**src/rtl/pipe_ctrl_pkg.sv**
```systemverilog
// Shared hold-level encodings, FSM state codes and helpers for the pipeline hold/flush controller.
package pipe_ctrl_pkg;

   localparam int HOLD_FLAG_BUS = 3;
   typedef logic [HOLD_FLAG_BUS-1:0] hold_t;

   localparam hold_t HOLD_NONE = 3'd0;
   localparam hold_t HOLD_PC   = 3'd1;
   localparam hold_t HOLD_IF   = 3'd2;
   localparam hold_t HOLD_ID   = 3'd3;

   localparam logic [0:0] PIPE_CTRL_RUN   = 1'b0;
   localparam logic [0:0] PIPE_CTRL_FLUSH = 1'b1;

   // Hold levels are ordered, so the strongest request is simply the larger code.
   function automatic hold_t hold_max(input hold_t a, input hold_t b);
      return (a > b) ? a : b;
   endfunction

endpackage

```
**src/rtl/pipe_ctrl_if.sv**
```systemverilog
// Bundle of stall requests, jump forwarding and hold outputs around pipe_ctrl.
interface pipe_ctrl_if;
   import pipe_ctrl_pkg::*;

   logic        jump_flag_i;
   logic [31:0] jump_addr_i;
   logic        hold_flag_ex_i;
   logic        hold_flag_clint_i;
   logic        hold_flag_rib_i;
   hold_t       hold_flag_o;
   logic        jump_flag_o;
   logic [31:0] jump_addr_o;
   logic        hold_timeout_o;

   modport slave (
      input  jump_flag_i, jump_addr_i, hold_flag_ex_i, hold_flag_clint_i, hold_flag_rib_i,
      output hold_flag_o, jump_flag_o, jump_addr_o, hold_timeout_o
   );

   modport master (
      output jump_flag_i, jump_addr_i, hold_flag_ex_i, hold_flag_clint_i, hold_flag_rib_i,
      input  hold_flag_o, jump_flag_o, jump_addr_o, hold_timeout_o
   );

endinterface

```
**src/rtl/pipe_hold_wdt.sv**
```systemverilog
// Hold watchdog: counts consecutive held cycles (saturating) and flags when the run is too long.
module pipe_hold_wdt #(
   parameter int unsigned STALL_TIMEOUT = 1024,
   parameter int          WDT_W         = 16
) (
   input  logic clk,
   input  logic rst,
   input  logic held_i,
   output logic timeout_o
);

   logic [WDT_W-1:0] wdt_cnt_q, wdt_cnt_d;

   always_comb begin
      // NOTE: every combinational output gets a default first so no path infers a latch.
      wdt_cnt_d = wdt_cnt_q;
      if (!held_i) begin
         wdt_cnt_d = '0;
      end else if (wdt_cnt_q != '1) begin
         wdt_cnt_d = wdt_cnt_q + 1'b1;
      end
   end

   always_ff @(posedge clk or negedge rst) begin
      // NOTE: sequential state uses non-blocking assignments so all flops update together.
      if (!rst) wdt_cnt_q <= '0;
      else      wdt_cnt_q <= wdt_cnt_d;
   end

   // The count covers held cycles already completed, so the flag stays up one cycle past release.
   assign timeout_o = (STALL_TIMEOUT != 0) && (32'(wdt_cnt_q) >= STALL_TIMEOUT);

endmodule

```
**src/rtl/pipe_ctrl.sv**
```systemverilog
// Pipeline hold/flush controller: merges stall requests, forwards jumps, sequences post-jump flush.
// Optional PIPE_CTRL_PERF_EN adds hold_cycles_o / jump_cnt_o performance counters.
module pipe_ctrl
   import pipe_ctrl_pkg::*;
#(
   parameter int unsigned FLUSH_CYCLES  = 2,
   parameter int unsigned STALL_TIMEOUT = 1024,
   parameter int          WDT_W         = 16
) (
   input  logic        clk,
   input  logic        rst,
   pipe_ctrl_if.slave  bus
`ifdef PIPE_CTRL_PERF_EN
   ,
   output logic [31:0] hold_cycles_o,
   output logic [31:0] jump_cnt_o
`endif
);

   localparam int FC_W = $clog2(FLUSH_CYCLES + 1);
   localparam logic [FC_W-1:0] FLUSH_RELOAD = FC_W'(FLUSH_CYCLES - 1);

   logic [0:0]      state_q, state_d;
   logic [FC_W-1:0] flush_cnt_q, flush_cnt_d;
   hold_t           fsm_hold, req_hold, hold_raw;
   logic            held;

   always_comb begin
      state_d     = state_q;
      flush_cnt_d = flush_cnt_q;
      fsm_hold    = HOLD_NONE;
      case (state_q)
         PIPE_CTRL_RUN: begin
            if (bus.jump_flag_i && (FLUSH_CYCLES > 1)) begin
               state_d     = PIPE_CTRL_FLUSH;
               flush_cnt_d = FLUSH_RELOAD;
            end
         end
         PIPE_CTRL_FLUSH: begin
            fsm_hold = HOLD_ID;
            if (bus.jump_flag_i) begin
               flush_cnt_d = FLUSH_RELOAD;
            end else if (flush_cnt_q == FC_W'(1)) begin
               state_d     = PIPE_CTRL_RUN;
               flush_cnt_d = '0;
            end else begin
               flush_cnt_d = flush_cnt_q - 1'b1;
            end
         end
         default: begin
            state_d     = PIPE_CTRL_RUN;
            flush_cnt_d = '0;
         end
      endcase
   end

   always_comb begin
      req_hold = HOLD_NONE;
      if (bus.jump_flag_i || bus.hold_flag_ex_i || bus.hold_flag_clint_i) req_hold = HOLD_ID;
      else if (bus.hold_flag_rib_i)                                       req_hold = HOLD_PC;
   end

   assign hold_raw = hold_max(req_hold, fsm_hold);

   // NOTE: outputs are gated by rst so a reset mid-flush releases the pipeline without waiting a clock.
   assign bus.hold_flag_o = rst ? hold_raw : HOLD_NONE;
   assign bus.jump_flag_o = rst & bus.jump_flag_i;
   assign bus.jump_addr_o = bus.jump_flag_o ? bus.jump_addr_i : 32'h0;
   assign held            = (bus.hold_flag_o != HOLD_NONE);

   always_ff @(posedge clk or negedge rst) begin
      if (!rst) begin
         state_q     <= PIPE_CTRL_RUN;
         flush_cnt_q <= '0;
      end else begin
         state_q     <= state_d;
         flush_cnt_q <= flush_cnt_d;
      end
   end

   pipe_hold_wdt #(
      .STALL_TIMEOUT (STALL_TIMEOUT),
      .WDT_W         (WDT_W)
   ) u_wdt (
      .clk       (clk),
      .rst       (rst),
      .held_i    (held),
      .timeout_o (bus.hold_timeout_o)
   );

`ifdef PIPE_CTRL_PERF_EN
   logic [31:0] hold_cycles_q, jump_cnt_q;

   always_ff @(posedge clk or negedge rst) begin
      if (!rst) begin
         hold_cycles_q <= '0;
         jump_cnt_q    <= '0;
      end else begin
         hold_cycles_q <= hold_cycles_q + 32'(held);
         jump_cnt_q    <= jump_cnt_q + 32'(bus.jump_flag_i);
      end
   end

   assign hold_cycles_o = hold_cycles_q;
   assign jump_cnt_o    = jump_cnt_q;
`endif

endmodule
```
**src/flat_wrapper.sv**
```systemverilog
// flat-port wrapper written by rule: the top's interface ports become plain ports
module pipe_ctrl_flat import pipe_ctrl_pkg::*;
#(
   parameter int unsigned FLUSH_CYCLES  = 2,
   parameter int unsigned STALL_TIMEOUT = 1024,
   parameter int          WDT_W         = 16
)
  (clk, rst, bus_jump_flag_i, bus_jump_addr_i, bus_hold_flag_ex_i, bus_hold_flag_clint_i, bus_hold_flag_rib_i, bus_hold_flag_o, bus_jump_flag_o, bus_jump_addr_o, bus_hold_timeout_o);
  pipe_ctrl_if bus_i ();
  input  logic clk;
  input  logic rst;
  input wire logic [$bits(bus_i.jump_flag_i)-1:0] bus_jump_flag_i;
  input wire logic [$bits(bus_i.jump_addr_i)-1:0] bus_jump_addr_i;
  input wire logic [$bits(bus_i.hold_flag_ex_i)-1:0] bus_hold_flag_ex_i;
  input wire logic [$bits(bus_i.hold_flag_clint_i)-1:0] bus_hold_flag_clint_i;
  input wire logic [$bits(bus_i.hold_flag_rib_i)-1:0] bus_hold_flag_rib_i;
  output wire logic [$bits(bus_i.hold_flag_o)-1:0] bus_hold_flag_o;
  output wire logic [$bits(bus_i.jump_flag_o)-1:0] bus_jump_flag_o;
  output wire logic [$bits(bus_i.jump_addr_o)-1:0] bus_jump_addr_o;
  output wire logic [$bits(bus_i.hold_timeout_o)-1:0] bus_hold_timeout_o;
  assign bus_i.jump_flag_i = bus_jump_flag_i;
  assign bus_i.jump_addr_i = bus_jump_addr_i;
  assign bus_i.hold_flag_ex_i = bus_hold_flag_ex_i;
  assign bus_i.hold_flag_clint_i = bus_hold_flag_clint_i;
  assign bus_i.hold_flag_rib_i = bus_hold_flag_rib_i;
  assign bus_hold_flag_o = bus_i.hold_flag_o;
  assign bus_jump_flag_o = bus_i.jump_flag_o;
  assign bus_jump_addr_o = bus_i.jump_addr_o;
  assign bus_hold_timeout_o = bus_i.hold_timeout_o;
  pipe_ctrl #(.FLUSH_CYCLES(FLUSH_CYCLES), .STALL_TIMEOUT(STALL_TIMEOUT), .WDT_W(WDT_W)) u_core (.clk(clk), .rst(rst), .bus(bus_i));
endmodule
```
**config.mk**
```make
export PLATFORM = sky130hd
export DESIGN_NAME = pipe_ctrl_flat
export DESIGN_NICKNAME = d
export VERILOG_FILES = /design/src/rtl/pipe_ctrl_pkg.sv /design/src/rtl/pipe_ctrl_if.sv /design/src/rtl/pipe_hold_wdt.sv /design/src/rtl/pipe_ctrl.sv /design/src/flat_wrapper.sv
export SDC_FILE = /design/constraint.sdc
export NUM_CORES = 1
export LEC_CHECK = 0
export ABC_AREA = 1
export BUFFER_PORTS_ARGS = -buffer_cell sky130_fd_sc_hd__buf_2
export CAP_MARGIN = 20
export CORE_MARGIN = 2
export CORE_UTILIZATION = 51
export CTS_BUF_LIST = sky130_fd_sc_hd__clkbuf_4
export CTS_CLUSTER_SIZE = 30
export DETAILED_ROUTE_END_ITERATION = 6
export HOLD_SLACK_MARGIN = 0.02
export PLACE_DENSITY_LB_ADDON = 0.3
export SYNTH_ARGS = -nofsm -noshare
export SYNTH_HDL_FRONTEND = slang
export SYNTH_SLANG_ARGS = --single-unit
```
**constraint.sdc**
```tcl
create_clock -name clk -period 2 [get_ports clk]
set_input_delay 0.3 -clock clk [delete_from_list [all_inputs] [get_ports clk]]
set_output_delay 0.3 -clock clk [all_outputs]
set_load 0.01 [all_outputs]
```
Word-level counts from Yosys, hierarchy flattened. Index checks and enable logic that the tools add are counted.

Register bits after elaboration: 19. Input port bits: 38. Word-level logic and storage cells: 32.

Add/sub/neg operators: 2. Magnitude comparators: 2. Equality and inequality tests: 4. Muxes and demuxes: 16. Bitwise gates (word level): 2. Reduce and logical (&&, ||, !) cells: 3.

Operators with widths (number): 16-bit two-way mux (2); 32-bit two-way mux (1); 16-bit by 1-bit adder with 16-bit output, second input constant (1); 16-bit by 11-bit >= comparator with 1-bit output, second input constant (1); 16-bit inequality test, second input constant (1); 3-bit two-way mux (3); 2-bit two-way mux (4); 1-bit two-way mux (4); 2-bit case mux with 2 select lines (1); 3-bit > comparator (1); 3-bit nonzero test (1); 2-bit by 1-bit equality test with 1-bit output, second input constant (1); 1-bit logical OR (2); 2-bit by 1-bit inequality test with 1-bit output, second input constant (1); 2-bit inequality test, second input constant (1); 1-bit case mux with 2 select lines (1); 2-bit by 1-bit subtractor with 2-bit output, second input constant (1); 1-bit bitwise AND (1); 1-bit NOT (1).

Logic depth before layout (Yosys ltp). Gate-level depths: netlist of run 1.

Word-level depth: 8. Depth in mapped cells: 9.

Modules after synthesis. Synthesis of run 1 repeated with hierarchy kept, for this count alone.

Cell total of the unflattened synthesis: 238. Area, all modules: 1535.2 um^2.

By module, submodules not included: pipe_hold_wdt (times used 1, cells each 140, area an instance 1024.7 um^2, sequential area each 400.4 um^2); pipe_ctrl (times used 1, cells each 98, area an instance 510.5 um^2, sequential area each 75.1 um^2).

Worst setup path before layout of run 1. No wires, ideal clock.

Kind: input to register. Start: input port bus_jump_flag_i. End: register u_core.u_wdt.wdt_cnt_q[10]. Library setup time: 0.065 ns. Arrival: 1.394 ns. Slack: 0.542 ns. Cell stages on the path: 9. Path through: nor3_1 -> ha_1 -> nor2_1 -> nand3_1 -> nand2_1 -> o21ai_4 -> buf_2 -> nand3_1 -> nand2_1.

Cells in the longest elaborated chain, start to end: 8.

Ends and longest elaborated chain: start: declaration (RTL line flat_wrapper.sv:12) `input wire logic [$bits(bus_i.jump_flag_i)-1:0] bus_jump_flag_i;`; 1-bit logical OR (*) (2 in series) (RTL line pipe_ctrl.sv:59) `if (bus.jump_flag_i || bus.hold_flag_ex_i || bus.hold_flag_clint_i) req_hold = HOLD_ID;`; 3-bit two-way mux (*) (RTL line pipe_ctrl.sv:59); 3-bit > comparator (RTL line pipe_ctrl_pkg.sv:17) `return (a > b) ? a : b;`; 3-bit two-way mux (*) (RTL line pipe_ctrl_pkg.sv:17); 3-bit two-way mux (*) (RTL line pipe_ctrl.sv:66) `assign bus.hold_flag_o = rst ? hold_raw : HOLD_NONE;`; 3-bit nonzero test (*) (RTL line pipe_ctrl.sv:69) `assign held = (bus.hold_flag_o != HOLD_NONE);`; 2-bit by 1-bit inequality test with 1-bit output (no source line) or 16-bit two-way mux (tied branches); end signal: assignment (RTL line pipe_hold_wdt.sv:27) `else wdt_cnt_q <= wdt_cnt_d;`; end: declaration (RTL line pipe_hold_wdt.sv:12) `logic [WDT_W-1:0] wdt_cnt_q, wdt_cnt_d;`.

Mark *: on every way between the ends. The rest lies on a longest branch, timed or not. A chain may end at the register's enable or synchronous reset.

Final worst setup path of run 1.
Start: input port rst. End: output port bus_jump_addr_o[0].

Cells in the longest elaborated chain, start to end: 2.

Ends and longest elaborated chain: start: declaration (RTL line flat_wrapper.sv:11) `input logic rst;`; 1-bit bitwise AND (RTL line pipe_ctrl.sv:67) `assign bus.jump_flag_o = rst & bus.jump_flag_i;`; 32-bit two-way mux (RTL line pipe_ctrl.sv:68) `assign bus.jump_addr_o = bus.jump_flag_o ? bus.jump_addr_i : 32'h0;`; end: declaration (RTL line flat_wrapper.sv:19) `output wire logic [$bits(bus_i.jump_addr_o)-1:0] bus_jump_addr_o;`.

No other way between the ends.

==> flow_metrics.py, run 1 <==
metrics = {
    "grt": {
        "grt_overflow": 0,
        "grt_pass1_wl_um": 5790,
        "grt_use_met1": 0.272,
        "track_usage": 0.216,
        "gr-usage-met2": 0.371,
        "grt.busiest_layer": "met2",
        "grt_pass1_vias": 1403,
        "grt_max_degree": 34,
        "grt_use_met3": 0.0484,
        "antenna_found_initial": 0,
    },
    "logic_synthesis": {
        "synth.distinct_cells": 28,
        "yosysSeqAreaShare": 0.313,
        "netlist_instances": 240,
        "synth_area_per_cell_um2": 6.33,
        "yosysWarnings": 0,
        "synth_seq_cells": 19,
        "syn-cell-area_um2": 1520,
        "synth_nets": 283,
    },
    "place": {
        "place_hpwl_um": 2940,
        "routabilityCongestion": 0.851,
        "port-buffer-count": 73,
        "dp_cells": 340,
    },
    "die": {
        "core_um2": 2780,
        "die_h_um": 58.6,
        "num_rows": 19,
        "die_x_um": 58.6,
        "ios": 75,
        "dieArea_um2": 3430,
        "initial_utilization": 0.546,
    },
    "clocking": {
        "hold_buffers": 1,
        "worst_skew_pair.late_latency_ps": 310,
        "h-tree-depth": 1,
        "cts_tree": "built",
        "clk_pin_slew_ps": 110,
        "clockRootBuffer": "clkbuf_4",
        "clockBufferDepth": 2,
        "clkSinkCount": 19,
        "post-cts-setup-buffers": 0,
        "cts_resized": 0,
        "numCtsBuffers": 3,
    },
    "critical_path": {
        "critPathMostFrequentCell": "buf_2",
        "r2r_start": "u_core.state_q",
        "crit_arrival_ps": 1570,
        "crit_chain": "dlygate4sd3_1, buf_2, nand2_1, buf_4, nor2_1, buf_2",
        "critical_path_buf_inv_count": 4,
        "cp_max_fo": 33,
        "crit_type": "in -> out",
        "r2r.worst_path.cells": 5,
        "start_kind": "input pin",
        "r2r_slack_ps": 430,
        "max_stage_delay_ps": 530,
        "end_kind": "output pin",
        "worstReg2RegEnd": "u_core.u_wdt.wdt_cnt_q[15]",
        "crit_path_start": "rst",
        "crit_family": "buffers and inverters",
        "crit_path_top_delay_cell": "dlygate4sd3_1",
        "cp.required_ps": 1700,
    },
    "hold_path": {
        "min_to": "u_core.flush_cnt_q[1]",
        "hp-class": "in -> reg",
        "hold_depth": 2,
        "holdCritStartpoint": "bus_jump_flag_i",
    },
    "cells_and_area": {
        "antenna-diode-count": 0,
        "nets": 358,
        "final_util": 0.698,
        "nFillCells": 235,
        "final_common_cell": "buf_2",
        "fin_cells": 345,
        "drive_gt1_frac": 0.299,
        "final_cell_mix": "buf_2 (73), inv_1 (51), nor2_1 (50), nand2_1 (50), nand3_1 (27)",
        "syn2layout_area_growth_pct": 27.8,
    },
    "route": {
        "vias": 1646,
        "post_drt_wl_per_cell_um": 10.7,
        "ant_nets": 0,
        "drt_first_iter_violations": 45,
        "drc": 0,
        "dr.pass1.iters": 4,
        "totalWireLength_um": 3710,
        "viasPerCell": 4.77,
    },
    "power": {
        "power.density_nw_per_um2": 478,
        "p_leak_nw": 1.33,
        "vdd_drop_max_mv": 0.621,
    },
    "timing": {
        "rsz0062_at_grt": "no",
        "setup_viol": 0,
        "hold_viol": 0,
        "maxSlewHeadroom": 0.645,
        "fin_crit_sh": 0.935,
        "drv_slew": 0,
        "fin_skew_ps": 5.21,
        "period_needed_ps": 1870,
        "worst_pin_slew_ps": 531,
        "totalNegativeSetupSlack_ps": 0,
        "fmax_mhz": 535,
    },
    "outcome": {
        "status": "complete, no violations",
    },
    "job": {
        "max_cap_violations": 0,
    },
}
registers in the layout, summed over array words and instances, names as in the netlist:
register / cells
u_core.state_q: 1
u_core.flush_cnt_q: 2
u_core.u_wdt.wdt_cnt_q: 16
worst register-to-register path: cells and delay by family, from the launching register on:
family | cells | cell delay [ps]
AOI/OAI and AO/OA | 1 | 450
and+or+nand+nor | 2 | 350
DFF | 1 | 390
buffers and inverters | 1 | 80
adders and majority gates | 1 | 240
power breakdown:
part / total [W] / internal [W] / switching [W]
Sequential: 0.000465 / 0.000421 / 0.0000438
Combinational: 0.000263 / 0.000112 / 0.000151
Clock: 0.000200 / 0.0000749 / 0.000125
metrics by stage:
stage	hold slack (ps)	setup WS (ps)	total power (W)	cell area [um^2]
2_1_floorplan	4.41	542	0.000634	1520
3_3_place_gp	330	291	0.000728	1900
3_5_place_dp	325	234	0.000733	1900
4_1_cts	205	125	0.000932	1940
5_1_grt	218	59.9	0.000997	1940
6_report	205	130	0.000928	1940
cell type report:
cell class,count,area [um^2],area share
timing repair buffer,76,390,0.201
multi-input combinational,161,806,0.415
inverter,54,203,0.104
sequential,19,475,0.245
tap,31,38.8,0.0200
clock inverter,1,5.00,0.00258
clock buffer,3,22.5,0.0116
Yosys cell counts:
cell type  number  share of area
buf_6           1         0.0074
o21ai_4         1          0.011
a211oi_1        1         0.0049
o21ai_0         1         0.0033
xor2_1          2          0.012
nor2_4          1         0.0074
inv_2           3         0.0074
ha_1            5          0.041
nand2_2         3          0.012
nor2_1         50           0.12
nand3_1        27          0.089
conb_1          1         0.0025
or2_2           2         0.0082
nand2_4         2          0.015
buf_4           1         0.0049
nor3_1          1         0.0033
nand2_1        50           0.12
o21bai_1        1         0.0049
a21oi_1         2         0.0066
clkbuf_1        3         0.0074
nand4_1         6          0.025
dfrtp_1        19           0.31
nor2_8          2          0.026
buf_2           1         0.0033
inv_1          51           0.13
o21ai_1         1         0.0033
nor4_1          1         0.0041
nor2_2          1         0.0041
layer usage:
| metal | wire length (um) | share of wire | up-vias |
|---|---|---|---|
| met3 | 143 | 0.039 | 5 |
| met5 | 0 | 0 | - |
| li1 | - | - | 871 |
| met1 | 1610 | 0.43 | 732 |
| met4 | 31 | 0.0084 | 0 |
| met2 | 1920 | 0.52 | 38 |
cells by family (layout without fill, tap and decap cells):
family,count (synthesis),count (layout),synth area share
flops,19,19,0.313
other cells,1,1,0.00247
fa+ha+maj,5,5,0.0412
compound gates,7,7,0.0338
buf+inv,60,134,0.157
simple gates,146,146,0.442
xor+xnor,2,2,0.0115
worst max path at each step:
stage	endpoint	slack (ps)	cells after the start
final	bus_jump_addr_o[0]	130	6
after global routing	bus_jump_addr_o[8]	60	6
after CTS	bus_jump_addr_o[0]	120	6
after detailed placement	u_core.u_wdt.wdt_cnt_q[15]	230	9
after global placement	u_core.u_wdt.wdt_cnt_q[15]	290	9
after floorplan	u_core.u_wdt.wdt_cnt_q[10]	540	9
No activity file was read; power rests on OpenSTA's default activity.
==> run 2, diff against run 1 <==
CORE_MARGIN = not set   (was 2)
clock period = 2.31 ns   (was 2 ns; I/O delays follow)
==> run 2 against run 1 <==
  * Critical path depth unchanged
  * Largest cell class unchanged
  * Critical path type is now reg -> out
  * Critical endpoint is now bus_hold_flag_o[0]
  * Combinational power down 13%
  * Hold slack worse by 120 ps
  * Register-to-register slack better by 300 ps
  * Via count down 1.3%
  * Sequential power down 13%
  * First-iteration DRC count up 18%
==> flow_metrics.py, run 2 (same netlist as run 1, synthesis figures left out) <==
metrics = {
    "power": {
        "p_leak_nw": 1.33,
        "p_sw_w": 0.000270,
        "swShare": 0.334,
        "p_int_w": 0.000539,
        "vdd_drop_max_mv": 0.525,
        "power.density_nw_per_um2": 418,
        "p_seq_frac": 0.498,
        "pwr-share-comb": 0.282,
        "clockPowerShare": 0.220,
    },
    "timing": {
        "fin_ws_ps": 556,
        "drv_slew": 0,
        "fmax_mhz": 570,
        "setup_viol": 0,
        "fin_skew_ps": 4.85,
        "hold_viol": 0,
        "worst_pin_slew_ps": 521,
        "hold_slack_ps": 89.2,
        "totalNegativeSetupSlack_ps": 0,
        "rsz0062_at_grt": "no",
        "period_needed_ps": 1750,
        "maxSlewHeadroom": 0.651,
        "fin_crit_sh": 0.759,
    },
    "die": {
        "die_h_um": 56.6,
        "core_um2": 2780,
        "ios": 75,
        "die_x_um": 56.6,
        "initial_utilization": 0.546,
        "num_rows": 19,
        "dieArea_um2": 3200,
    },
    "grt": {
        "grt_max_degree": 34,
        "antenna_found_initial": 0,
        "grt_overflow": 0,
        "grt_pass1_wl_um": 6130,
        "track_usage": 0.239,
        "grt_pass1_vias": 1449,
    },
    "cells_and_area": {
        "final_cell_mix": "buf_2 (73), inv_1 (51), nor2_1 (50), nand2_1 (50), nand3_1 (27)",
        "stdcell_area_um2": 1930,
        "final_common_cell": "buf_2",
        "antenna-diode-count": 0,
        "nets": 357,
        "top_register": "u_core.u_wdt.wdt_cnt_q",
        "syn2layout_area_growth_pct": 27.3,
        "top_regs": "u_core.u_wdt.wdt_cnt_q x16, u_core.flush_cnt_q x2, u_core.state_q x1",
        "largest_reg_flops": 16,
        "drive_gt1_frac": 0.300,
    },
    "route": {
        "viasPerCell": 4.72,
        "ant_nets": 0,
        "wl_met3_um": 136,
        "met1Wirelength_um": 1660,
        "route.met2.wl_um": 1810,
        "vias": 1624,
        "post_drt_wl_per_cell_um": 10.5,
        "drt_first_iter_violations": 53,
        "totalWireLength_um": 3630,
        "drc": 0,
        "highest_layer": "met4",
        "dr.pass1.iters": 4,
    },
    "critical_path": {
        "crit_type": "reg -> out",
        "crit_arrival_ps": 1410,
        "r2r.worst_path.cells": 8,
        "cp_max_fo": 2,
        "crit_chain": "ha_1, nor2_1, nand3_1, nand2_1, inv_1, buf_2",
        "crit_path_top_delay_cell": "dfrtp_1",
        "max_stage_delay_ps": 410,
        "end_kind": "output pin",
        "start_kind": "register",
        "cp.required_ps": 1960,
    },
    "clocking": {
        "clk_pin_slew_ps": 110,
        "numCtsBuffers": 3,
        "post-cts-setup-buffers": 0,
        "hold_buffers": 0,
        "clkSinkCount": 19,
        "clockRootBuffer": "clkbuf_4",
        "cts_resized": 0,
        "cts_tree": "built",
        "clockBufferDepth": 2,
        "worst_skew_pair.late_latency_ps": 290,
        "h-tree-depth": 1,
    },
    "place": {
        "routabilityCongestion": 0.880,
        "port-buffer-count": 73,
        "placed_area_um2": 1900,
        "place_ws_ps": 466,
        "place_hpwl_um": 2930,
    },
    "job": {
        "max_cap_violations": 0,
    },
    "outcome": {
        "status": "complete, no violations",
    },
    "hold_path": {
        "hp-class": "in -> async",
    },
}
-- run 2: final cells by class --
cell class | instances | area (um^2)
clock buffers | 4 | 30.0
flip-flops and latches | 19 | 475
well taps | 31 | 38.8
fillers | 254 | 848
multi-input cells | 161 | 806
repair buffers | 75 | 380
inverters | 54 | 203
-- run 2: worst paths after layout --
check	from	endpoint	slack, ps
hold reg to reg	u_core.flush_cnt_q[0]	u_core.flush_cnt_q[0]	500
hold / removal	rst	u_core.u_wdt.wdt_cnt_q[10]	90
min in group clk	bus_jump_flag_i	u_core.flush_cnt_q[1]	270
max in group asynchronous	rst	u_core.state_q	2010
setup reg to reg	u_core.u_wdt.wdt_cnt_q[0]	u_core.u_wdt.wdt_cnt_q[14]	730
setup / recovery	u_core.state_q	bus_hold_flag_o[0]	560
-- run 2: critical path, delay by kind of cell (launching register included) --
kind                       cells  cell delay [ps]
DFF                            1              410
and+or+nand+nor                3              300
adders and majority gates      1              220
buffers and inverters          2              190
-- run 2: power groups by stage --
stage / Combinational [W] / Clock (W) / Sequential, W
after global placement: 0.000223 / 0 / 0.000408
after global routing: 0.000261 / 0.000196 / 0.000409
final: 0.000228 / 0.000178 / 0.000403
after CTS: 0.000230 / 0.000183 / 0.000402
after detailed placement: 0.000229 / 0 / 0.000408
after floorplan: 0.000148 / 0 / 0.000400
-- run 2: stage by stage --
stage / total power (W) / std cells / utilization
after CTS: 0.000815 / 344 / 0.695
after global routing: 0.000866 / 344 / 0.695
after floorplan: 0.000549 / 240 / -
final: 0.000809 / 344 / 0.695
after detailed placement: 0.000637 / 340 / 0.684
after global placement: 0.000630 / 340 / 0.684
-- run 2: per-layer routing --
| layer | track usage | up-vias |
|---|---|---|
| li1 | - | 865 |
| met1 | 0.314 | 724 |
| met2 | 0.410 | 31 |
| met3 | 0.0507 | 4 |
| met4 | 0.0383 | 0 |
| met5 | 0 | - |
